===== src/rtl/serial_pkg.sv =====
// serial_pkg: word-size and bit-order constants shared by the serial link endpoints
package serial_pkg;
  localparam int WIDTH_DEF = 4;
  localparam bit LSB_FIRST = 1'b1;
endpackage


===== src/rtl/sipo_shift_core.sv =====
// sipo_shift_core: LSB-first shift register with bit counter and completion pulse
module sipo_shift_core
  import serial_pkg::*;
#(
  parameter int WIDTH = WIDTH_DEF,
  parameter int CW = $clog2(WIDTH + 1)
) (
  input  logic             clk,
  input  logic             rst,
  input  logic             sin,
  input  logic             en,
  input  logic             clear,
  output logic [WIDTH-1:0] word,
  output logic [CW-1:0]    bit_cnt,
  output logic             done
);
  // bit 0 would only ever be shifted out, so only the upper bits are stored
  logic [WIDTH-1:1] sr;
  assign word = {sin, sr};
  assign done = en && !clear && bit_cnt == CW'(WIDTH - 1);
  always_ff @(posedge clk) begin
    if (rst || clear) begin
      sr      <= '0;
      bit_cnt <= '0;
    end else if (en) begin
      sr      <= word[WIDTH-1:1];
      bit_cnt <= done ? '0 : bit_cnt + CW'(1);
    end
  end
endmodule


===== src/rtl/sipo_rx.sv =====
// sipo_rx: serial-in parallel-out receiver with valid/ready output and sticky overrun
module sipo_rx
  import serial_pkg::*;
#(
  parameter int WIDTH = WIDTH_DEF,
  parameter int CW = $clog2(WIDTH + 1)
) (
  input  logic             clk,
  input  logic             rst,
  input  logic             sin,
  input  logic             shift_right,
  input  logic             clear,
  output logic [WIDTH-1:0] pout,
  output logic             pout_valid,
  input  logic             pout_ready,
  output logic [CW-1:0]    bit_cnt,
  output logic             overrun
);
  logic [WIDTH-1:0] word;
  logic             done;
  logic             take;
  sipo_shift_core #(.WIDTH(WIDTH), .CW(CW)) u_core (
    .clk(clk), .rst(rst), .sin(sin), .en(shift_right), .clear(clear),
    .word(word), .bit_cnt(bit_cnt), .done(done)
  );
  // a completed word is stored only if the output slot is empty or being drained
  assign take = done && (!pout_valid || pout_ready);
  always_ff @(posedge clk) begin
    if (rst) begin
      pout       <= '0;
      pout_valid <= 1'b0;
      overrun    <= 1'b0;
    end else begin
      if (take) pout <= word;
      if (take) pout_valid <= 1'b1;
      else if (pout_valid && pout_ready) pout_valid <= 1'b0;
      if (clear) overrun <= 1'b0;
      else if (done && !take) overrun <= 1'b1;
    end
  end
endmodule

===== config.mk =====
export PLATFORM = sky130hd
export DESIGN_NAME = sipo_rx
export DESIGN_NICKNAME = d
export VERILOG_FILES = /design/src/rtl/serial_pkg.sv /design/src/rtl/sipo_shift_core.sv /design/src/rtl/sipo_rx.sv
export SDC_FILE = /design/constraint.sdc
export NUM_CORES = 1
export LEC_CHECK = 0
export CORE_MARGIN = 5
export CORE_UTILIZATION = 40
export DETAILED_ROUTE_END_ITERATION = 10
export DONT_BUFFER_PORTS = 1
export GPL_TIMING_DRIVEN = 0
export SLEW_MARGIN = 25
export SYNTH_ARGS = -nofsm -noshare
export SYNTH_HDL_FRONTEND = slang
export SYNTH_SLANG_ARGS = --single-unit

===== constraint.sdc =====
create_clock -name clk -period 1.1 [get_ports clk]
set_input_delay 0.11 -clock clk [delete_from_list [all_inputs] [get_ports clk]]
set_output_delay 0.11 -clock clk [all_outputs]
set_load 0.01 [all_outputs]

==> impl_results.md <==
* Yosys top cell area share at 0.440
* Maximum number of pins on one net before global-route repair at 11
* Number of antenna violations at the first check in global routing at 0
* Starting Density at 0.419
* First-pass GRT wire length at 1600 microns
* Multi-input gate area at 297 sq um
* Critical path's slowest cell: dfxtp_4
* CP max stage delay at 0.39 ns
* Status: finished, violations left
* Core Area at 1300 sq um
* Total Power at 762 uW
* Post-synth top area cell: dfxtp_1
* NumNets Final at 65
* Net Count, Synth at 57
* Crit path time final at 1.21 ns
* Setup TNS at -0.564 ns
* WL final at 1090 microns
* WP buf/inv at 1
* Hold Crit Endpoint: u_core.sr[3]
* Final hold vios at 0
* Post-synth EDFFs at 0
* Seq/Total Area, Yosys at 0.440
* Diode count at 0
* Layout cells sized above 1 at 0.421
* Max Root-Sink Buffers at 2
* Compound-cell area share of the yosys netlist at 0.0505
* Reg2reg end: pout[2]
* Drt pass-1 iters at 3
* Avg Cell Area, Syn at 10.9 sq um
* Post-Synth Adder-Cell Area at 0.0229
* Primary FF master, synth: dfxtp_1
* Worst rel slew slack at 0.894
* GPL Wtd Cong at 0.764
* Via count of the first global-routing pass at 369
* Min-delay src: sin
* H-Tree Level Count at 1
* Ys async rst share at 0
* CP Data Arrival Time at 1.40 ns
* Min-delay worst type: input pin to register
* Synth Register Bits at 12
* Drt wl/cell at 15.2 microns
* Crit-path cells: ha_4, nand4bb_4, nor2b_2, buf_6, mux2i_1
* Largest family of logic cells by synthesized area: simple AND/OR/NAND/NOR gates
* RSZ-0062 raised after global routing: true
* Mapped Cells at 50
* Mapped cell area at 546 sq um
* Register-to-Register Path Depth at 5
* Top post-synthesis cells by count: dfxtp_1 (12), nand2b_2 (8), mux2i_1 (7)
* Ports at 15
* Setup crit end kind: register
* Post-synthesis simple-gate area fraction at 0.307
* Reg-to-reg startpoint: u_core.bit_cnt[1]
* Clk sinks at 12
* Setup ws final at -0.112 ns
* Cell variety after synth at 17
* Crit share post-route at 1.10
* Worst Path Class, Setup: register to register
* CP required at 1.28 ns
* Startpoint Class: register
* Fill count at 124
* Power per cell area at 1190 nW/um^2
* Hold WS at 0.0183 ns
* Gr ovfl total at 0
* MaxCap Viol Count at 0
* Count leader, synth: dfxtp_1
* Root buffer cell: clkbuf_4
* Vias at 372
* Synth Area in XOR/XNOR at 0
* Gr usage total at 0.112
* Slew @ Worst Pin at 0.154 ns
* Lkg Pwr at 0.224 nW
* Drc violations at 0
* Skew-Pair Late Insertion Delay at 0.27 ns
* Final setup fails at 7
* Slew Limit Fails at 0
* Hold Crit Depth at 2
* Violated checks: negative setup slack
* Warnings from Yosys at 0
* Routed vias/inst at 5.17
* Fmax at 0.825 GHz
* Mux cell area share after synthesis at 0.128
* TritonCTS buffer count at 3
* CTS tree: built
* Delay-heaviest family, CP: flip-flops
* Die area at 2200 sq um
* Horiz. Die Dim at 46.9 microns
* Top cells by area, synth: dfxtp_1 (44%), mux2i_1 (13%), nand2b_2 (13%)
* PortBufs at 0
* Final Skew at 0.00820 ns
* VDD IR max at 0.000638 V
* R2r setup slk at -0.11 ns
* Clk slew on worst S/H paths at 0.08 ns
* Drt initial violations at 2
* Max FO, Critical Path at 4
* Synth-to-Final Area Change at 17.9%
* Register area at 248 sq um
* Row count at 13
* Final ANT Viol Nets at 0
* Die height at 46.9 microns
[where the power goes]
part / internal (mW) / switching [mW]
registers: 0.435 / 0.00616
clock network: 0.140 / 0.136
logic: 0.0254 / 0.0196
total: 0.600 / 0.162
[layout by cell type, fill, tap and decap left out]
cell       count
dfxtp_1       10
o21a_1         1
buf_4          2
or2_1          1
nor2b_2        1
clkbuf_1       1
clkbuf_2       1
clkbuf_4       3
nor2_2         1
buf_6          3
nand2b_2       8
a21oi_2        1
nand4bb_4      1
or2b_1         1
nand2_1        1
ha_4           1
nand3_1        1
nor2_1         4
nand3b_1       1
dfxtp_4        2
mux2i_1        7
nand2b_1       2
a21oi_1        3
[cells by family after synthesis]
| logic type | Yosys count |
|---|---|
| muxes | 7 |
| AOI/OAI and AO/OA | 5 |
| adders and majority gates | 1 |
| buffers and inverters | 3 |
| and+or+nand+nor | 22 |
| DFF | 12 |
[sequential cells by signal, indices dropped and copies added (netlist names)]
register and count:
u_core.sr 3, pout 4, overrun 1, u_core.bit_cnt 3, pout_valid 1
[metal layers]
metal  global-route usage  vias up  routed length [microns]
li1                     -      181                        -
met1                0.115      174                      427
met2                0.157       13                      548
met3               0.0613        4                       91
met4                0.110        0                       25
met5                    0        -                        0
[worst register-to-register path: stages (launching register included)]
cell and delay [ns]:
dfxtp_4 0.39, ha_4 0.15, nand4bb_4 0.11, nor2b_2 0.14, buf_6 0.13, mux2i_1 0.21
[layout make-up]
class | count | area share
plain buffers | 3 | 0.0428
repair buffers | 3 | 0.0409
clock buffers | 4 | 0.0409
well taps | 15 | 0.0292
flip-flops and latches | 12 | 0.385
multi-input cells | 35 | 0.461
[worst max-delay path by stage]
stage | start | endpoint | slack (ns) | cells past startpoint
floorplan | u_core.bit_cnt[0] | pout[0] | -0.005 | 5
global placement | u_core.bit_cnt[0] | pout[2] | -0.06 | 5
detailed placement | u_core.bit_cnt[0] | pout[0] | -0.14 | 5
CTS | u_core.bit_cnt[1] | pout[2] | -0.12 | 5
global route | u_core.bit_cnt[1] | pout[2] | -0.18 | 5
finish | u_core.bit_cnt[1] | pout[2] | -0.11 | 5
[metrics by stage]
stage | instances | util | area (sq um) | worst slack [ns]
after floorplan | 50 | - | 566 | -0.00497
after global placement | 65 | 0.449 | 584 | -0.0558
after detailed placement | 65 | 0.449 | 584 | -0.135
after CTS | 70 | 0.475 | 618 | -0.122
after global routing | 72 | 0.494 | 643 | -0.183
final | 72 | 0.494 | 643 | -0.112
[what timing repair did]
| action | CTS | global route |
|---|---|---|
| hold buffers | 0 | 0 |
| setup endpoints to repair | 4 | 7 |
| pin swaps | 1 | 0 |
| buffers inserted | 1 | 2 |
| gates resized for setup | 0 | 3 |
| gates cloned | 0 | 0 |
Power figures use the tool's default switching activity.
